## src/rtl/guess_scorer_pkg.sv

```systemverilog
// guess_scorer_pkg: shared widths, FSM encoding and slot extraction for the guess scorer.
package guess_scorer_pkg;

    localparam int NUM_SLOTS = 4;
    localparam int COLOR_W   = 3;
    localparam int MAX_TRIES = 8;
    localparam int CODE_W    = NUM_SLOTS * COLOR_W;
    localparam int CNT_W     = $clog2(NUM_SLOTS + 1);
    localparam int TRY_W     = $clog2(MAX_TRIES + 1);
    localparam int IDX_W     = $clog2(NUM_SLOTS);

    typedef enum logic [1:0] {IDLE, EXACT, PARTIAL, REPORT} state_t;

    function automatic logic [COLOR_W-1:0] get_slot(input logic [CODE_W-1:0] vec, input int k);
        return vec[k*COLOR_W +: COLOR_W];
    endfunction

endpackage

```

## src/rtl/guess_scorer_slot_match_finder.sv

```systemverilog
// slot_match_finder: lowest unclaimed secret slot holding a given colour, as found flag plus one-hot index.
module slot_match_finder
    import guess_scorer_pkg::*;
(
    input  logic [COLOR_W-1:0]   colour,
    input  logic [CODE_W-1:0]    secret,
    input  logic [NUM_SLOTS-1:0] mask,
    output logic                 found,
    output logic [NUM_SLOTS-1:0] onehot
);

    // Scan from the top down so the lowest matching slot is written last and wins.
    always_comb begin
        onehot = '0;
        for (int j = NUM_SLOTS - 1; j >= 0; j--)
            if (!mask[j] && get_slot(secret, j) == colour) begin
                onehot    = '0;
                onehot[j] = 1'b1;
            end
        found = |onehot;
    end

endmodule

```

## src/rtl/guess_scorer.sv

```systemverilog
// guess_scorer: sequential exact/partial scoring of a guess against the latched secret, with try count and win/lose.
module guess_scorer
    import guess_scorer_pkg::*;
(
    input  logic              clk,
    input  logic              rst_n,
    input  logic              new_game,
    input  logic [CODE_W-1:0] secret,
    input  logic              submit,
    input  logic [CODE_W-1:0] guess,
    output logic              busy,
    output logic              done,
    output logic [CNT_W-1:0]  exact,
    output logic [CNT_W-1:0]  partial,
    output logic [TRY_W-1:0]  tries,
    output logic              win,
    output logic              lose
);

    state_t               state, state_next;
    logic [IDX_W-1:0]     idx;
    logic [CODE_W-1:0]    secret_q, guess_q;
    logic [NUM_SLOTS-1:0] used, matched, hit;
    logic [CNT_W-1:0]     exact_acc, partial_acc;
    logic [COLOR_W-1:0]   g_slot, s_slot;
    logic                 found, last, start;

    assign g_slot = get_slot(guess_q, int'(idx));
    assign s_slot = get_slot(secret_q, int'(idx));
    assign last   = idx == IDX_W'(NUM_SLOTS - 1);
    assign start  = submit && !win && !lose;
    assign busy   = state != IDLE;

    slot_match_finder u_finder (
        .colour (g_slot),
        .secret (secret_q),
        .mask   (used | matched),
        .found  (found),
        .onehot (hit)
    );

    always_ff @(posedge clk)
        if (!rst_n || new_game)
            state <= IDLE;
        else
            state <= state_next;

    always_comb begin
        state_next = state;
        case (state)
            IDLE:    state_next = start ? EXACT : IDLE;
            EXACT:   state_next = last ? PARTIAL : EXACT;
            PARTIAL: state_next = last ? REPORT : PARTIAL;
            default: state_next = IDLE;
        endcase
    end

    always_ff @(posedge clk) begin
        if (!rst_n) begin
            secret_q    <= '0;
            guess_q     <= '0;
            used        <= '0;
            matched     <= '0;
            idx         <= '0;
            exact_acc   <= '0;
            partial_acc <= '0;
            exact       <= '0;
            partial     <= '0;
            tries       <= '0;
            win         <= 1'b0;
            lose        <= 1'b0;
            done        <= 1'b0;
        end else if (new_game) begin
            secret_q    <= secret;
            used        <= '0;
            matched     <= '0;
            idx         <= '0;
            exact_acc   <= '0;
            partial_acc <= '0;
            exact       <= '0;
            partial     <= '0;
            tries       <= '0;
            win         <= 1'b0;
            lose        <= 1'b0;
            done        <= 1'b0;
        end else begin
            done <= 1'b0;
            case (state)
                IDLE:
                    if (start) begin
                        guess_q     <= guess;
                        used        <= '0;
                        matched     <= '0;
                        idx         <= '0;
                        exact_acc   <= '0;
                        partial_acc <= '0;
                    end
                EXACT: begin
                    if (g_slot == s_slot) begin
                        matched[idx] <= 1'b1;
                        used[idx]    <= 1'b1;
                        exact_acc    <= exact_acc + 1'b1;
                    end
                    idx <= last ? '0 : idx + 1'b1;
                end
                PARTIAL: begin
                    if (!matched[idx] && found) begin
                        used        <= used | hit;
                        partial_acc <= partial_acc + 1'b1;
                    end
                    idx <= last ? '0 : idx + 1'b1;
                end
                default: begin
                    exact   <= exact_acc;
                    partial <= partial_acc;
                    tries   <= tries + 1'b1;
                    done    <= 1'b1;
                    win     <= exact_acc == CNT_W'(NUM_SLOTS);
                    lose    <= exact_acc != CNT_W'(NUM_SLOTS) && (tries + 1'b1) == TRY_W'(MAX_TRIES);
                end
            endcase
        end
    end

endmodule

```

## config.mk

```make
export PLATFORM = sky130hd
export DESIGN_NAME = guess_scorer
export DESIGN_NICKNAME = d
export VERILOG_FILES = /design/src/rtl/guess_scorer_pkg.sv /design/src/rtl/guess_scorer_slot_match_finder.sv /design/src/rtl/guess_scorer.sv
export SDC_FILE = /design/constraint.sdc
export NUM_CORES = 1
export LEC_CHECK = 0
export ABC_CLOCK_PERIOD_IN_PS = 7300
export CORE_AREA = 2 2 76 70
export CTS_BUF_LIST = sky130_fd_sc_hd__clkbuf_4
export DETAILED_ROUTE_END_ITERATION = 8
export DIE_AREA = 0 0 78 72
export GPL_TIMING_DRIVEN = 0
export PLACE_DENSITY = 0.93
export RECOVER_POWER = 50
export SLEW_MARGIN = 20
export SYNTH_ARGS = -nofsm -noshare
export SYNTH_HDL_FRONTEND = slang
export SYNTH_SLANG_ARGS = --single-unit
```

## constraint.sdc

```tcl
create_clock -name clk -period 7.3 [get_ports clk]
set_input_delay 0.73 -clock clk [delete_from_list [all_inputs] [get_ports clk]]
set_output_delay 0.73 -clock clk [all_outputs]
set_load 0.005 [all_outputs]
```

==> flow_summary.json, run 1 <==
{
  "hold_viol_final": 0,
  "layout_common_cells": "dfxtp_1 (55), nor2_1 (33), clkdlybuf4s50_1 (30), o21ai_0 (23), nand2_1 (22)",
  "io_pins": 42,
  "ctsRootBufferMaster": "clkbuf_4",
  "clk_latency_ns": 0.39,
  "synth_cell_types": 42,
  "cts_sinks": 55,
  "power_uw": 533,
  "cp_num_buf_inv": 2,
  "fin_cells": 407,
  "worstHoldPathType": "register to register",
  "syn_area_sq_mm": 0.00281,
  "postCtsSetupBuffers": 0,
  "dp_cells": 399,
  "vias_per_cell": 5.60,
  "syn_inst": 294,
  "antenna_found_initial": 0,
  "place_congestion": 0.846,
  "cp-start-kind": "register",
  "worstMarginPinSlew_ns": 0.657,
  "arrival_ns": 3.24,
  "cts_inserted_buffers": 5,
  "status": "completed",
  "clockBufferDepth": 2,
  "skew_ns": 0.0150,
  "chipHeight_um": 72,
  "whs_path_depth": 2,
  "grt_pass1_wl_um": 10200,
  "vias": 2281,
  "wl_um": 6030,
  "reg2regPathDepth": 8,
  "timing.rr.start": "idx[1]",
  "ctsResizeCount": 0,
  "ys_top_cells_by_area": "dfxtp_1 (39%), mux2i_1 (6.8%), ha_1 (5.8%), nor2_1 (4.4%), xnor2_1 (4.4%)",
  "postRouteAntennaNets": 0,
  "htreeDepth": 2,
  "synth_warnings": 0,
  "final.setup.tns_ns": 0,
  "drt_iter0_drc": 157,
  "end_kind": "register",
  "period_needed_ns": 2.97,
  "worst_ep_required_time_ns": 7.57,
  "cts_hold_buf": 0,
  "finalSetupViolCount": 0,
  "place_hpwl_um": 4610,
  "postSynthAreaPerCell_sq_um": 9.56,
  "min-delay-start": "used[0]",
  "drv_slew": 0,
  "path_cells": "clkbuf_1 > mux4_2 > buf_6 > xor2_1 > o41ai_4 > o41ai_2 > o41ai_2 > nor2_1",
  "leakagePower_uw": 0.00123,
  "gr-usage-all-layers_pct": 23.1,
  "grt_pass1_vias": 2211,
  "synth-seq-cells": 55,
  "n_antenna_cell": 0,
  "drc": 0,
  "detail_route.wl_per_cell_um": 14.8,
  "clk_pin_slew_worst_paths_ns": 0.15,
  "dieWidth_um": 78,
  "crit_family": "compound AO/OA/AOI/OAI gates",
  "cp_max_fo": 9,
  "crit_start": "idx[1]",
  "yosysSeqAreaShare_pct": 39.2,
  "fin_crit_sh_pct": 40.7,
  "pwr_density_cell_mw_per_mm2": 159,
  "max_stage_delay_ns": 0.51,
  "fmax_mhz": 337,
  "synth_top_area_cell": "dfxtp_1",
  "area_growth_pct": 19.3,
  "layout_commonest_cell": "dfxtp_1",
  "layout.nets": 382,
  "critPathKind": "register to register",
  "dieArea_sq_mm": 0.00562,
  "cts_tree": "yes",
  "maxCapViolations": 0,
  "path_depth": 8,
  "critPathSlowestCell": "o41ai_2",
  "reg2reg_slack_ns": 4.33,
  "rows": 24,
  "vdd_drop_max_uv": 106,
  "core_area_sq_mm": 0.00480,
  "synth_fp_nets": 335,
  "grt_max_degree": 19,
  "nFillCells": 398,
  "synth_top_area_share_pct": 39.2,
  "start_util_pct": 58.5,
  "slew_headroom_pct": 55.7,
  "firstDrtPassIters": 4,
  "portBuffers": 40,
  "cp_common_cell": "o41ai_2",
  "grt_overflow": 0,
  "rsz0062_at_grt": "no",
  "drive_gt1_share_pct": 6.43
}
[area by class of cell]
class / count / area (sq um) / area share [%]
buffer: 17 / 87.6 / 2.61
clock buffer: 5 / 37.5 / 1.12
clock inverter: 3 / 22.5 / 0.672
inverter: 12 / 45.0 / 1.34
multi-input combinational: 210 / 1580 / 47.1
sequential: 55 / 1100 / 32.8
tap: 65 / 81.3 / 2.43
timing repair buffer: 40 / 400 / 11.9
[power by group]
group	total, uW	switching [uW]	leakage [uW]	internal, uW
Sequential	315	6.57	0.000447	309
Combinational	77.2	38.9	0.000745	38.3
Clock	140	100	0.0000360	39.7
[Yosys cell counts (all sizes together)]
cell type / instances
a211oi: 1
a21boi: 12
a21oi: 14
a22o: 1
a31oi: 4
a32o: 1
a32oi: 2
a41oi: 1
and4: 3
buf: 6
clkbuf: 11
dfxtp: 55
ha: 13
inv: 12
mux2i: 19
mux4: 7
nand2: 22
nand2b: 1
nand3: 1
nand4: 6
nor2: 33
nor2b: 13
nor3b: 1
o2111ai: 1
o21ai: 23
o31ai: 1
o41a: 2
o41ai: 4
or2: 2
or3: 1
or3b: 1
or4: 1
xnor2: 14
xor2: 5
[tightest hold or removal path: cells and delay by family, from the launching register on]
family	cells	cell delay (ns)
DFF	1	0.34
buffers and inverters	1	0.05
AOI/OAI and AO/OA	1	0.05
[per-layer routing]
layer | vias up | share of wire, % | global-route usage, %
met1 | 1061 | 43 | 26.8
met4 | 0 | 1.6 | 8.77
met2 | 80 | 50 | 42.1
met3 | 10 | 5.5 | 4.85
met5 | - | 0 | 0
li1 | 1130 | - | -
[path summary, 6_finish.rpt]
path,to
min,used[0]
max reg2reg,used[3]
max,used[3]
min reg2reg,used[0]
[sequential cells by signal, summed over array words and instances (netlist names)]
name and count:
partial 3, exact 3, exact_acc 3, lose 1
done 1, matched 4, secret_q 12, state 2
tries 4, used 4, idx 2, partial_acc 3
win 1, guess_q 12
[cell families (layout without fill, tap and decap cells)]
kind of cell,after synthesis,in the layout,share of synthesized area [%]
xor+xnor,19,19,6.59
flops,55,55,39.2
mux,26,26,12.9
buf+inv,29,77,4.72
compound gates,67,67,16.4
fa+ha+maj,13,13,5.79
simple gates,85,85,14.4
[stage by stage]
step	worst slack [ns]	instance area (sq um)	utilization (%)	hold WS (ns)
4_1_cts	4.34	3350	69.8	0.455
3_3_place_gp	4.40	3290	68.5	0.432
5_1_grt	4.17	3350	69.8	0.467
3_5_place_dp	4.35	3290	68.5	0.435
6_report	4.33	3350	69.8	0.454
2_1_floorplan	4.80	2810	-	0.418
No activity file was read; power rests on OpenSTA's default activity.
==> inputs of run 2 (changes only) <==
ABC_CLOCK_PERIOD_IN_PS = 2890   (was 7300)
CORE_AREA = 2 2 78 73   (was 2 2 76 70)
DIE_AREA = 0 0 80 75   (was 0 0 78 72)
PLACE_DENSITY = 0.88   (was 0.93)
clock period = 2.89 ns   (was 7.3 ns; I/O delays follow)
==> run 2 against run 1 <==
  * Via count grew 0.92%
  * Design area grew 1.3%
  * Sequential share of layout area shrank 0.42 points
  * Clock power grew to 3.1 times the previous value
  * Sequential cell count is the same
  * Total power grew to 2.7 times the previous value
  * Global-route usage shrank 1.2 points
  * Core utilization shrank 3.6 points
  * Worst setup slack lost 4.2 ns
  * Hold slack lost 0.036 ns
==> flow_summary.json, run 2 (synthesis gave the netlist of run 1 again) <==
{
  "cts_inserted_buffers": 5,
  "drt_iter0_drc": 134,
  "finalSetupViolCount": 0,
  "final.setup.tns_ns": 0,
  "n_antenna_cell": 0,
  "cts_sinks": 55,
  "period_needed_ns": 2.81,
  "path_depth": 9,
  "place_hpwl_um": 4680,
  "grt_pass1_vias": 2287,
  "top_regs": "guess_q x12, secret_q x12",
  "clk_latency_ns": 0.40,
  "fin_crit_sh_pct": 97.1,
  "clk_pin_slew_worst_paths_ns": 0.16,
  "firstDrtPassIters": 7,
  "worstHoldPathType": "primary input to register",
  "antenna_found_initial": 0,
  "grt_pass1_wl_um": 10100,
  "detail_route.wl_per_cell_um": 14.9,
  "pwr_density_cell_mw_per_mm2": 421,
  "wl_um": 6120,
  "dp_cells": 401,
  "fmax_mhz": 356,
  "layout.nets": 383,
  "vias": 2302,
  "core_area_sq_mm": 0.00513,
  "maxCapViolations": 0,
  "cts_tree": "yes",
  "cts_hold_buf": 0,
  "dieArea_sq_mm": 0.00600,
  "drive_gt1_share_pct": 7.00,
  "hold_viol_final": 0,
  "reg2regPathDepth": 9,
  "gr-usage-all-layers_pct": 21.9,
  "place_congestion": 0.888,
  "layout_common_cells": "dfxtp_1 (55), nor2_1 (33), clkdlybuf4s50_1 (26), o21ai_0 (23), nand2_1 (22)",
  "dpl_cell_area_sq_mm": 0.00330,
  "drc": 0,
  "skew_ns": 0.0156,
  "slew_headroom_pct": 57.0,
  "cp-start-kind": "register",
  "crit_family": "compound AO/OA/AOI/OAI gates",
  "path_cells": "buf_6 > mux4_2 > buf_6 > xor2_1 > o41ai_4 > o41ai_4 > o41ai_2 > buf_4 > nor2_1",
  "leakagePower_uw": 0.00127,
  "fin_cells": 410,
  "reg2reg_slack_ns": 0.08,
  "grt_max_degree": 18,
  "portBuffers": 40,
  "worst_ep_required_time_ns": 3.19,
  "critPathSlowestCell": "mux4_2",
  "drv_slew": 0,
  "cp_max_fo": 10,
  "grt_overflow": 0,
  "vdd_drop_max_uv": 231,
  "dieWidth_um": 80,
  "rows": 25,
  "max_stage_delay_ns": 0.54,
  "vias_per_cell": 5.61,
  "rsz0062_at_grt": "no",
  "postRouteAntennaNets": 0,
  "whs_path_depth": 3,
  "layout_commonest_cell": "dfxtp_1",
  "io_pins": 42,
  "power_uw": 1430,
  "design_area_sq_mm": 0.00340,
  "ctsRootBufferMaster": "clkbuf_4",
  "end_kind": "register",
  "chipHeight_um": 75,
  "arrival_ns": 3.10,
  "area_growth_pct": 20.8,
  "htreeDepth": 2,
  "status": "completed",
  "cp_num_buf_inv": 3,
  "start_util_pct": 54.8,
  "critPathKind": "register to register",
  "clockBufferDepth": 2,
  "worstMarginPinSlew_ns": 0.637
}
==> run 2: worst register-to-register path, delay by kind of cell (launching register included) <==
kind            cells  cell delay, ns
compound gates      3            1.01
mux                 1            0.54
buf+inv             3            0.53
flops               1            0.40
xor+xnor            1            0.18
simple gates        1            0.05
==> run 2: metal layers <==
metal  up-vias  GRT usage [%]  share of wire [%]
met4         0           9.60                2.0
met2        87           38.5                 49
met1      1070           25.7                 43
li1       1130              -                  -
met3        15           5.16                6.3
met5         -              0                  0
==> run 2: power breakdown <==
| part | leakage [uW] | internal (uW) | switching (uW) |
|---|---|---|---|
| Sequential | 0.000447 | 780 | 17.3 |
| Clock | 0.0000452 | 182 | 251 |
| Combinational | 0.000780 | 98.0 | 102 |
==> run 2: timing repair <==
| item | 4_1_cts | 5_1_grt |
|---|---|---|
| buffers inserted | 1 | 0 |
| pin swaps | 1 | 1 |
| setup endpoints to repair | 6 | 5 |
| gates resized for setup | 2 | 0 |
| gates cloned | 0 | 0 |
==> run 2: path summary, 6_finish.rpt <==
kind | startpoint | end
setup / recovery | idx[0] | used[2]
hold / removal | guess[4] | guess_q[4]
setup reg to reg | idx[0] | used[2]
hold reg to reg | used[0] | used[0]
==> run 2: cell type report <==
class	instances	area (sq um)
flip-flops and latches	55	1100
multi-input cells	210	1590
fillers	447	1730
repair buffers	41	408
clock inverters	3	43.8
clock buffers	5	37.5
plain buffers	17	88.8
well taps	67	83.8
inverters	12	45.0
==> run 2: stage by stage <==
stage,setup slack [ns],hold slack [ns],util (%)
after global routing,0.00490,0.418,66.2
after global placement,0.0752,0.432,64.2
after detailed placement,-0.141,0.448,64.2
final,0.0849,0.418,66.2
after floorplan,0.392,0.418,-
after CTS,0.0820,0.413,66.2
==> inputs of run 3 (changes only) <==
TNS_END_PERCENT = 100   (was default)
==> results of run 3 <==
The final DEF is identical to that of run 2; final timing and power are the same.
